$ cat src/rtl/pkt_sched_if.sv
// rtl/pkt_sched_if.sv - channel, formatter and status signals of the packet scheduler
interface pkt_sched_if #(
  parameter int DATA_WIDTH    = 32,
  parameter int PRIO_WIDTH    = 2,
  parameter int PAC_LEN_WIDTH = 3
);
  logic                     slv0_req_i, slv1_req_i, slv2_req_i;
  logic                     slv0_val_i, slv1_val_i, slv2_val_i;
  logic [DATA_WIDTH-1:0]    slv0_data_i, slv1_data_i, slv2_data_i;
  logic [PRIO_WIDTH-1:0]    slv0_prio_i, slv1_prio_i, slv2_prio_i;
  logic [PAC_LEN_WIDTH-1:0] slv0_pkglen_i, slv1_pkglen_i, slv2_pkglen_i;
  logic                     a2s0_ack_o, a2s1_ack_o, a2s2_ack_o;
  logic                     f2a_id_req_i;
  logic                     f2a_ack_i;
  logic                     a2f_val_o;
  logic [1:0]               a2f_id_o;
  logic [DATA_WIDTH-1:0]    a2f_data_o;
  logic [PAC_LEN_WIDTH-1:0] a2f_pkglen_sel_o;
  logic                     busy_o;

  modport master (
    output slv0_req_i, slv1_req_i, slv2_req_i,
    output slv0_val_i, slv1_val_i, slv2_val_i,
    output slv0_data_i, slv1_data_i, slv2_data_i,
    output slv0_prio_i, slv1_prio_i, slv2_prio_i,
    output slv0_pkglen_i, slv1_pkglen_i, slv2_pkglen_i,
    output f2a_id_req_i, f2a_ack_i,
    input  a2s0_ack_o, a2s1_ack_o, a2s2_ack_o,
    input  a2f_val_o, a2f_id_o, a2f_data_o, a2f_pkglen_sel_o, busy_o
  );

  modport slave (
    input  slv0_req_i, slv1_req_i, slv2_req_i,
    input  slv0_val_i, slv1_val_i, slv2_val_i,
    input  slv0_data_i, slv1_data_i, slv2_data_i,
    input  slv0_prio_i, slv1_prio_i, slv2_prio_i,
    input  slv0_pkglen_i, slv1_pkglen_i, slv2_pkglen_i,
    input  f2a_id_req_i, f2a_ack_i,
    output a2s0_ack_o, a2s1_ack_o, a2s2_ack_o,
    output a2f_val_o, a2f_id_o, a2f_data_o, a2f_pkglen_sel_o, busy_o
  );
endinterface

$ cat src/rtl/pkt_sched.sv
// rtl/pkt_sched.sv - strict-priority / round-robin packet scheduler feeding the formatter
module pkt_sched #(
  parameter int DATA_WIDTH    = 32,
  parameter int PRIO_WIDTH    = 2,
  parameter int PAC_LEN_WIDTH = 3
) (
  input  logic       clk_i,
  input  logic       rst_i,
  pkt_sched_if.slave bus
);
  typedef enum logic {IDLE, XFER} state_t;

  state_t                   state_q, state_d;
  logic [1:0]               id_q, last_id_q;
  logic [PAC_LEN_WIDTH-1:0] sel_q;
  logic [5:0]               cnt_q;

  logic [2:0]               req;
  logic [PRIO_WIDTH-1:0]    prio [3];
  logic [PAC_LEN_WIDTH-1:0] pkglen [3];
  logic [PRIO_WIDTH-1:0]    best_prio;
  logic                     any_req;
  logic [1:0]               rr_start;
  logic [2:0]               rr_idx;
  logic                     found;
  logic [1:0]               win_id;

  logic                     grant, beat, last_beat;
  logic                     val_mux;
  logic [DATA_WIDTH-1:0]    data_mux;

  function automatic logic [5:0] len_decode(input logic [PAC_LEN_WIDTH-1:0] sel);
    logic [5:0] len;
    case (sel)
      PAC_LEN_WIDTH'(0): len = 6'd4;
      PAC_LEN_WIDTH'(1): len = 6'd8;
      PAC_LEN_WIDTH'(2): len = 6'd16;
      default:           len = 6'd32;
    endcase
    return len;
  endfunction

  assign req       = {bus.slv2_req_i, bus.slv1_req_i, bus.slv0_req_i};
  assign prio[0]   = bus.slv0_prio_i;
  assign prio[1]   = bus.slv1_prio_i;
  assign prio[2]   = bus.slv2_prio_i;
  assign pkglen[0] = bus.slv0_pkglen_i;
  assign pkglen[1] = bus.slv1_pkglen_i;
  assign pkglen[2] = bus.slv2_pkglen_i;

  // Find the best priority first, then walk channels from the one after the
  // last winner so equal-priority requesters take turns.
  always_comb begin
    best_prio = '1;
    any_req   = 1'b0;
    for (int i = 0; i < 3; i++) begin
      if (req[i] && (!any_req || prio[i] < best_prio)) begin
        best_prio = prio[i];
        any_req   = 1'b1;
      end
    end
    rr_start = (last_id_q == 2'd2) ? 2'd0 : last_id_q + 2'd1;
    win_id   = 2'd0;
    found    = 1'b0;
    rr_idx   = 3'd0;
    for (int k = 0; k < 3; k++) begin
      rr_idx = {1'b0, rr_start} + 3'(k);
      if (rr_idx >= 3'd3) rr_idx = rr_idx - 3'd3;
      if (!found && req[rr_idx[1:0]] && prio[rr_idx[1:0]] == best_prio) begin
        win_id = rr_idx[1:0];
        found  = 1'b1;
      end
    end
  end

  always_comb begin
    val_mux  = 1'b0;
    data_mux = '0;
    case (id_q)
      2'd0:    begin val_mux = bus.slv0_val_i; data_mux = bus.slv0_data_i; end
      2'd1:    begin val_mux = bus.slv1_val_i; data_mux = bus.slv1_data_i; end
      2'd2:    begin val_mux = bus.slv2_val_i; data_mux = bus.slv2_data_i; end
      default: begin val_mux = 1'b0;           data_mux = '0;              end
    endcase
  end

  always_comb begin
    state_d              = state_q;
    grant                = 1'b0;
    beat                 = 1'b0;
    last_beat            = 1'b0;
    bus.busy_o           = 1'b0;
    bus.a2f_val_o        = 1'b0;
    bus.a2f_data_o       = '0;
    bus.a2s0_ack_o       = 1'b0;
    bus.a2s1_ack_o       = 1'b0;
    bus.a2s2_ack_o       = 1'b0;
    case (state_q)
      IDLE: begin
        if (bus.f2a_id_req_i && any_req) begin
          grant   = 1'b1;
          state_d = XFER;
        end
      end
      XFER: begin
        bus.busy_o     = 1'b1;
        bus.a2f_val_o  = val_mux;
        bus.a2f_data_o = data_mux;
        beat           = val_mux & bus.f2a_ack_i;
        bus.a2s0_ack_o = beat && (id_q == 2'd0);
        bus.a2s1_ack_o = beat && (id_q == 2'd1);
        bus.a2s2_ack_o = beat && (id_q == 2'd2);
        last_beat      = beat && (cnt_q == 6'd1);
        if (last_beat) state_d = IDLE;
      end
      default: state_d = IDLE;
    endcase
  end

  always_ff @(posedge clk_i) begin
    if (rst_i) begin
      state_q   <= IDLE;
      id_q      <= 2'd0;
      sel_q     <= '0;
      cnt_q     <= 6'd0;
      last_id_q <= 2'd2;
    end else begin
      state_q <= state_d;
      if (grant) begin
        id_q  <= win_id;
        sel_q <= pkglen[win_id];
        cnt_q <= len_decode(pkglen[win_id]);
      end else if (last_beat) begin
        cnt_q     <= 6'd0;
        last_id_q <= id_q;
      end else if (beat) begin
        cnt_q <= cnt_q - 6'd1;
      end
    end
  end

  // Id and length select are held after the packet, up to the next grant.
  assign bus.a2f_id_o         = id_q;
  assign bus.a2f_pkglen_sel_o = sel_q;
endmodule

$ cat src/flat_wrapper.sv
// flat-port wrapper written by rule: the top's interface ports become plain ports
module pkt_sched_flat 
#(
  parameter int DATA_WIDTH    = 32,
  parameter int PRIO_WIDTH    = 2,
  parameter int PAC_LEN_WIDTH = 3
)
  (clk_i, rst_i, bus_slv0_req_i, bus_slv1_req_i, bus_slv2_req_i, bus_slv0_val_i, bus_slv1_val_i, bus_slv2_val_i, bus_slv0_data_i, bus_slv1_data_i, bus_slv2_data_i, bus_slv0_prio_i, bus_slv1_prio_i, bus_slv2_prio_i, bus_slv0_pkglen_i, bus_slv1_pkglen_i, bus_slv2_pkglen_i, bus_f2a_id_req_i, bus_f2a_ack_i, bus_a2s0_ack_o, bus_a2s1_ack_o, bus_a2s2_ack_o, bus_a2f_val_o, bus_a2f_id_o, bus_a2f_data_o, bus_a2f_pkglen_sel_o, bus_busy_o);
  pkt_sched_if #(.DATA_WIDTH(DATA_WIDTH), .PRIO_WIDTH(PRIO_WIDTH), .PAC_LEN_WIDTH(PAC_LEN_WIDTH)) bus_i ();
  input  logic clk_i;
  input  logic rst_i;
  input wire logic [$bits(bus_i.slv0_req_i)-1:0] bus_slv0_req_i;
  input wire logic [$bits(bus_i.slv1_req_i)-1:0] bus_slv1_req_i;
  input wire logic [$bits(bus_i.slv2_req_i)-1:0] bus_slv2_req_i;
  input wire logic [$bits(bus_i.slv0_val_i)-1:0] bus_slv0_val_i;
  input wire logic [$bits(bus_i.slv1_val_i)-1:0] bus_slv1_val_i;
  input wire logic [$bits(bus_i.slv2_val_i)-1:0] bus_slv2_val_i;
  input wire logic [$bits(bus_i.slv0_data_i)-1:0] bus_slv0_data_i;
  input wire logic [$bits(bus_i.slv1_data_i)-1:0] bus_slv1_data_i;
  input wire logic [$bits(bus_i.slv2_data_i)-1:0] bus_slv2_data_i;
  input wire logic [$bits(bus_i.slv0_prio_i)-1:0] bus_slv0_prio_i;
  input wire logic [$bits(bus_i.slv1_prio_i)-1:0] bus_slv1_prio_i;
  input wire logic [$bits(bus_i.slv2_prio_i)-1:0] bus_slv2_prio_i;
  input wire logic [$bits(bus_i.slv0_pkglen_i)-1:0] bus_slv0_pkglen_i;
  input wire logic [$bits(bus_i.slv1_pkglen_i)-1:0] bus_slv1_pkglen_i;
  input wire logic [$bits(bus_i.slv2_pkglen_i)-1:0] bus_slv2_pkglen_i;
  input wire logic [$bits(bus_i.f2a_id_req_i)-1:0] bus_f2a_id_req_i;
  input wire logic [$bits(bus_i.f2a_ack_i)-1:0] bus_f2a_ack_i;
  output wire logic [$bits(bus_i.a2s0_ack_o)-1:0] bus_a2s0_ack_o;
  output wire logic [$bits(bus_i.a2s1_ack_o)-1:0] bus_a2s1_ack_o;
  output wire logic [$bits(bus_i.a2s2_ack_o)-1:0] bus_a2s2_ack_o;
  output wire logic [$bits(bus_i.a2f_val_o)-1:0] bus_a2f_val_o;
  output wire logic [$bits(bus_i.a2f_id_o)-1:0] bus_a2f_id_o;
  output wire logic [$bits(bus_i.a2f_data_o)-1:0] bus_a2f_data_o;
  output wire logic [$bits(bus_i.a2f_pkglen_sel_o)-1:0] bus_a2f_pkglen_sel_o;
  output wire logic [$bits(bus_i.busy_o)-1:0] bus_busy_o;
  assign bus_i.slv0_req_i = bus_slv0_req_i;
  assign bus_i.slv1_req_i = bus_slv1_req_i;
  assign bus_i.slv2_req_i = bus_slv2_req_i;
  assign bus_i.slv0_val_i = bus_slv0_val_i;
  assign bus_i.slv1_val_i = bus_slv1_val_i;
  assign bus_i.slv2_val_i = bus_slv2_val_i;
  assign bus_i.slv0_data_i = bus_slv0_data_i;
  assign bus_i.slv1_data_i = bus_slv1_data_i;
  assign bus_i.slv2_data_i = bus_slv2_data_i;
  assign bus_i.slv0_prio_i = bus_slv0_prio_i;
  assign bus_i.slv1_prio_i = bus_slv1_prio_i;
  assign bus_i.slv2_prio_i = bus_slv2_prio_i;
  assign bus_i.slv0_pkglen_i = bus_slv0_pkglen_i;
  assign bus_i.slv1_pkglen_i = bus_slv1_pkglen_i;
  assign bus_i.slv2_pkglen_i = bus_slv2_pkglen_i;
  assign bus_i.f2a_id_req_i = bus_f2a_id_req_i;
  assign bus_i.f2a_ack_i = bus_f2a_ack_i;
  assign bus_a2s0_ack_o = bus_i.a2s0_ack_o;
  assign bus_a2s1_ack_o = bus_i.a2s1_ack_o;
  assign bus_a2s2_ack_o = bus_i.a2s2_ack_o;
  assign bus_a2f_val_o = bus_i.a2f_val_o;
  assign bus_a2f_id_o = bus_i.a2f_id_o;
  assign bus_a2f_data_o = bus_i.a2f_data_o;
  assign bus_a2f_pkglen_sel_o = bus_i.a2f_pkglen_sel_o;
  assign bus_busy_o = bus_i.busy_o;
  pkt_sched #(.DATA_WIDTH(DATA_WIDTH), .PRIO_WIDTH(PRIO_WIDTH), .PAC_LEN_WIDTH(PAC_LEN_WIDTH)) u_core (.clk_i(clk_i), .rst_i(rst_i), .bus(bus_i));
endmodule
$ cat config.mk
export PLATFORM = sky130hd
export DESIGN_NAME = pkt_sched_flat
export DESIGN_NICKNAME = d
export VERILOG_FILES = /design/src/rtl/pkt_sched_if.sv /design/src/rtl/pkt_sched.sv /design/src/flat_wrapper.sv
export SDC_FILE = /design/constraint.sdc
export NUM_CORES = 1
export LEC_CHECK = 0
export ABC_AREA = 0
export BUFFER_PORTS_ARGS = -buffer_cell sky130_fd_sc_hd__clkbuf_2
export CORE_UTILIZATION = 43
export DETAILED_ROUTE_END_ITERATION = 12
export HOLD_SLACK_MARGIN = 0.06
export PLACE_DENSITY = 0.93
export SLEW_MARGIN = 20
export SYNTH_ARGS = -nofsm -noshare
export SYNTH_HDL_FRONTEND = slang
export SYNTH_SLANG_ARGS = --single-unit
export TNS_END_PERCENT = 1
$ cat constraint.sdc
create_clock -name clk_i -period 5.83 [get_ports clk_i]
set_input_delay 0.583 -clock clk_i [delete_from_list [all_inputs] [get_ports clk_i]]
set_output_delay 0.583 -clock clk_i [all_outputs]
set_load 0.1 [all_outputs]
* Word level (Yosys, flattened, before mapping)
Index checks and enable logic that the tools add are counted.
Storage, ports and cells: input port bits 121, bits in registers 14, output and inout bits 42, word-level logic and storage cells 113
Operators by class: $add $sub $neg 7, multiplexer cells 51, equal/unequal tests 9, reductions and logical operators 22, $lt $le $gt $ge 12, bitwise operators 7
Operators by type and width (count):
- $pmux 32 s3 | 1
- $mux 2 | 16
- $mux 32 | 1
- $mux 1 | 18
- $mux 6 | 3
- $pmux 6 s3 | 1
- $bmux 2 s2 | 3
- $ge 3x3->1 const B | 4
- $logic_and 1x1->1 | 12
- $not 2->3 | 4
- $lt 2x3->1 const B | 3
- $bmux 1 s2 | 3
- $bmux 3 s2 | 1
- $eq 2x2->1 | 3
- $eq 6x1->1 const B | 1
- $ge 3x2->1 const B | 2
- $mux 3 | 2
- $sub 2x2->2 const B | 3
- $sub 6x1->6 const B | 1
- $eq 2x2->1 const B | 2
- $logic_not 1->1 | 4
- $lt 2x2->1 | 2
- $add 2x1->3 const B | 1
- $add 2x2->3 const B | 1
- 14 further kinds | 16

* Logic depth before layout (Yosys ltp)
word-level depth 27, gate-level depth with buffers 20, gate-level depth less buffers 19

* Least setup slack after synthesis
Ideal clock, no wire load.
path kind register -> output, start point register u_core.id_q[1], in the netlist u_core.bus.a2f_id_o[1], end point output bus_a2s2_ack_o, slack 0.183 ns, data required time 5.247 ns, arrival time 5.064 ns, stages on the path, launching flop included 8, path buffers 2, cell sequence dfxtp_1 > clkbuf_1 > mux2i_1 > o21ai_0 > and2_1 > nand2_1 > buf_6 > nor3b_1
Between the ends: cells in the longest elaborated chain, start to end 5, elaborated cells on any way between the ends 7, those cells by class eq/ne (2); mux (2); bitwise (1); reduce/logical (2)
RTL lines:
- start: declaration | RTL line pkt_sched.sv:14 | logic [1:0] id_q, last_id_q;
- start signal: assignment | RTL line pkt_sched.sv:130 | id_q <= win_id;
- $eq 2x2->1, or another cell as far along | RTL line pkt_sched.sv:79, pkt_sched.sv:112
- $pmux 1 s3 | RTL line pkt_sched.sv:79 | case (id_q)
- $and 1x1->1 | RTL line pkt_sched.sv:109 | beat = val_mux & bus.f2a_ack_i;
- $logic_and 1x1->1 (*) | RTL line pkt_sched.sv:112 | bus.a2s2_ack_o = beat && (id_q == 2'd2);
- $mux 1 (*) | RTL line pkt_sched.sv:98 | case (state_q)
- end: declaration | RTL line flat_wrapper.sv:31 | output wire logic [$bits(bus_i.a2s2_ack_o)-1:0] bus_a2s2_ack_o;
Mark *: on every way between the ends. The rest lies on a longest branch, timed or not.

* Worst setup path after layout
start point input bus_slv0_req_i, end point register u_core.cnt_q[2]
Between the ends: cells in the longest elaborated chain, start to end 27, elaborated cells on any way between the ends 48, those cells by class order compare (2); eq/ne (5); mux (24); bitwise (1); reduce/logical (16)
RTL lines:
- start: declaration | RTL line flat_wrapper.sv:12 | input wire logic [$bits(bus_i.slv0_req_i)-1:0] bus_slv0_req_i;
- $mux 2 or $mux 1 (tied branches) | RTL line pkt_sched.sv:57 | if (req[i] && (!any_req || prio[i] < best_prio)) begin
- $lt 2x2->1 or $logic_not 1->1 (tied branches) | RTL line pkt_sched.sv:57
- $logic_or 1x1->1 | RTL line pkt_sched.sv:57
- $logic_and 1x1->1 | RTL line pkt_sched.sv:57
- $mux 2 or $mux 1 (tied branches) | RTL line pkt_sched.sv:57
- $lt 2x2->1 or $logic_not 1->1 (tied branches) | RTL line pkt_sched.sv:57
- $logic_or 1x1->1 | RTL line pkt_sched.sv:57
- $logic_and 1x1->1 | RTL line pkt_sched.sv:57
- [9 not listed]
- $logic_and 1x1->1 (2 in a row) | RTL line pkt_sched.sv:69 | if (!found && req[rr_idx[1:0]] && prio[rr_idx[1:0]] == best_prio) begin
- $mux 2 | RTL line pkt_sched.sv:69
- $not 2->3 (implied by the code) | RTL line pkt_sched.sv:132 | cnt_q <= len_decode(pkglen[win_id]);
- $bmux 3 s2 | RTL line pkt_sched.sv:132
- $mux 3 (implied by the code) (2 in a row) | RTL line pkt_sched.sv:132
- $eq 3x2->1, or another cell as far along | RTL line pkt_sched.sv:34 | case (sel)
- $pmux 6 s3 | RTL line pkt_sched.sv:34
- $mux 6 | RTL line pkt_sched.sv:129 | if (grant) begin
- end signal: assignment | RTL line pkt_sched.sv:132
- end signal: assignment | RTL line pkt_sched.sv:137 | cnt_q <= cnt_q - 6'd1;
- end: declaration | RTL line pkt_sched.sv:16 | logic [5:0] cnt_q;
Several ways; a longest one is shown, not always the timed one. The select of a mux whose other input is x is not followed. A chain may end at the register's enable or synchronous reset.

==> flow_metrics.py <==
metrics = {
    "timing": {
        "fin_crit_sh_pct": 85.0,
        "min_period_ns": 4.96,
        "setup_viol": 0,
        "tightest_slew_ns": 0.984,
        "report.final.slew_viol_count": 0,
        "slew-limit-headroom_pct": 34.3,
        "fmax_ghz": 0.202,
        "final_hold_viol_count": 0,
        "finalSetupTns_ns": 0,
        "fin_skew_ns": 0.00346,
        "rsz0062_at_grt": "false",
    },
    "logic_synthesis": {
        "synth-compound-area-share_pct": 21.8,
        "synthesis.area_mm2": 0.00240,
        "ys_seq_area_share_pct": 11.7,
        "avgSynthCellArea_um2": 7.00,
        "synth_edf_count": 0,
        "synthSimpleGateAreaFrac_pct": 31.7,
        "synthMuxAreaShare_pct": 24.3,
        "synth_fa_ha_area_share_pct": 2.08,
        "synthCells": 343,
        "synthFlopType": "dfxtp_1",
        "synth_top_family_by_area": "simple AND/OR/NAND/NOR gates",
        "ys_warn_count": 0,
        "synth_xor_area_share_pct": 1.46,
        "synth_nets": 468,
        "ys_types": 57,
        "ys_ff_latch": 14,
        "synth_async_sr_flop_share_pct": 0,
    },
    "worst_setup_path": {
        "crit_slowest_cell": "a222oi_1",
        "crit_buf_inv": 3,
        "cp_cell_sequence": "clkbuf_2 > nand2b_1 > inv_1 > ha_1 > o21ai_0 > o21ai_0 > o21a_2 > inv_1 > ha_1 > o21ai_1 > a222oi_1 > o21ai_0 > a31o_1 > a211oi_2 > o211ai_2 > o31ai_2 > mux2_1 > mux2_4 > o41ai_1 > nor3b_1",
        "slowest_delay_ns": 0.60,
        "critPathMaxFanout": 11,
        "cp.required_ns": 5.99,
        "crit_family": "compound AO/OA/AOI/OAI gates",
        "cpMostUsedCell": "o21ai_0",
        "ff2ff_path_depth": 11,
        "critical_path_class": "in2reg",
        "endpoint_kind": "flip-flop",
        "path_depth": 20,
        "cp-start-kind": "input port",
        "cp_data_arrival_time_ns": 5.12,
    },
    "global_route": {
        "first_global_vias": 2834,
        "grt_pass1_wl_mm": 12.9,
        "overflow": 0,
        "track_usage_pct": 26.2,
        "antenna_found_initial": 0,
        "grt_max_degree": 40,
    },
    "clock_tree": {
        "cts_tree": "yes",
        "cts_sinks": 14,
        "clkTransAtPathRegs_ns": 0.06,
        "post_cts.repair.setup_buffers": 0,
        "cts_buffers": 3,
        "clockBufferDepth": 2,
        "cts_resized": 0,
        "cts_root_buf": "clkbuf_8",
        "cts_hold_buffers": 0,
        "htreeDepth": 1,
        "clock_latency_ns": 0.25,
    },
    "min_path": {
        "hp-class": "reg2reg",
        "holdPathStages": 2,
    },
    "power": {
        "switching_share_pct": 53.2,
        "p_int_w": 0.000280,
        "vdd_drop_max_v": 0.000118,
        "p_leak_nw": 1.54,
        "pwr-share-comb_pct": 65.5,
        "p_sw_w": 0.000318,
        "pwr-share-seq_pct": 18.6,
        "power_density_mw_per_mm2": 184,
        "p_clk_share_pct": 15.9,
    },
    "final_layout": {
        "register_area_um2": 282,
        "fin_nets": 611,
        "syn2layout_area_growth_pct": 35.2,
        "multi_input_area_mm2": 0.00196,
        "drive_gt1_share_pct": 39.8,
        "final_cell_area_mm2": 0.00325,
        "n_fill_cell": 456,
        "antennaDiodeCount": 0,
    },
    "routing": {
        "drc": 0,
        "viasPerCell": 5.35,
        "num_vias": 2969,
        "ant_nets": 0,
        "wl_per_cell_um": 14.1,
        "drt_pass1_iterations": 5,
        "first_iter_violations": 138,
        "wl_mm": 7.84,
    },
    "placed_design": {
        "hpwl_mm": 6.21,
        "portBuffers": 162,
        "place_area_mm2": 0.00319,
        "gp_congestion": 0.838,
    },
    "floorplan": {
        "fp.dieW_um": 76.7,
        "boundaryPins": 163,
        "die_area_mm2": 0.00589,
        "dieHeight_um": 76.7,
        "initial_core_util_pct": 45.9,
        "coreArea_mm2": 0.00524,
        "rows": 26,
    },
    "status": {
        "status": "finished clean",
    },
    "run": {
        "maxCapViolCount": 0,
    },
}
registers in the layout (all words and copies together) (netlist names):
register                     flops
u_core.bus.a2f_id_o              2
u_core.cnt_q                     6
u_core.bus.a2f_pkglen_sel_o      3
u_core.state_q                   1
u_core.last_id_q                 2
cell usage in the layout, fill, tap and decap left out, types with 6 or more instances in the layout:
cell type / instances
o21ai_0: 42
inv_1: 6
dfxtp_1: 13
and2_1: 33
nor3_1: 13
a21oi_1: 9
nand2_1: 49
clkbuf_2: 162
mux2i_1: 46
nor2_1: 20
synthesized netlist by cell type (all sizes together), types with 2 or more instances:
master,n,share of area [%]
a211oi,2,0.83
a21o,3,0.94
a21oi,11,2.6
a31o,2,0.73
a32oi,2,0.73
and2,33,8.6
and2b,2,0.62
and3,3,0.78
buf,11,2.9
clkbuf,16,2.5
dfxtp,14,12
ha,4,2.1
inv,7,1.1
mux2,10,5.2
mux2i,46,19
nand2,49,7.7
nand2b,3,0.78
nor2,20,3.1
nor2b,6,1.6
nor3,13,2.7
nor3b,4,1.3
nor4,2,0.52
o211ai,6,2.1
o21a,2,0.68
o21ai,44,9.2
o31ai,3,1.1
o41ai,2,1.0
or2,3,0.78
or3,5,1.4
xnor2,2,0.73
xor2,2,0.73
layer usage:
layer  up-vias  GRT usage, %  wire (um)  share of wire, %
li1       1495             -          -                 -
met1      1318          29.7       3140                40
met2       128          46.5       3810                49
met3        28          5.83        626               8.0
met4         0          11.2        263               3.4
met5         -             0          0                 0
logic make-up after synthesis:
family | Yosys count
buffers and inverters | 35
AND/OR/NAND/NOR | 148
adder cells (fa/ha/maj) | 4
XOR/XNOR | 4
multiplexers | 56
flip-flops | 14
AO/OA/AOI/OAI | 82
worst min-delay path, stage by stage (launching register included):
cell     delay, ns
dfxtp_1       0.31
nand2_1       0.05
a21oi_1       0.05
area by class of cell:
class	instances	area share, %
clock buffers	4	1.69
well taps	70	2.70
inverters	7	0.809
repair buffers	166	25.9
multi-input cells	294	60.2
flip-flops and latches	14	8.67
per-stage QoR:
stage	utilization, %	hold slack (ns)	total power [W]	cells	setup slack, ns
floorplan	-	0.501	0.000417	343	0.183
global placement	61.0	0.444	0.000495	551	0.974
detailed placement	61.0	0.453	0.000503	551	0.633
CTS	62.0	0.461	0.000599	555	0.871
global route	62.0	0.489	0.000633	555	0.540
finish	62.0	0.456	0.000598	555	0.872
power by group through the flow:
stage                     clock network (W)  registers [W]  logic (W)
after floorplan                           0       0.000133   0.000284
after global placement                    0       0.000113   0.000382
after detailed placement                  0       0.000113   0.000390
after CTS                         0.0000972       0.000111   0.000391
after global routing               0.000102       0.000113   0.000418
final                             0.0000950       0.000111   0.000392
path summary, 6_finish.rpt:
path | to | slack, ns | from
max | u_core.cnt_q[2] | 0.87 | bus_slv0_req_i
min | u_core.bus.a2f_pkglen_sel_o[2] | 0.46 | u_core.bus.a2f_pkglen_sel_o[2]
max reg2reg | u_core.cnt_q[2] | 2.02 | u_core.last_id_q[0]
min reg2reg | u_core.bus.a2f_pkglen_sel_o[2] | 0.46 | u_core.bus.a2f_pkglen_sel_o[2]
No activity file was read; power rests on OpenSTA's default activity.
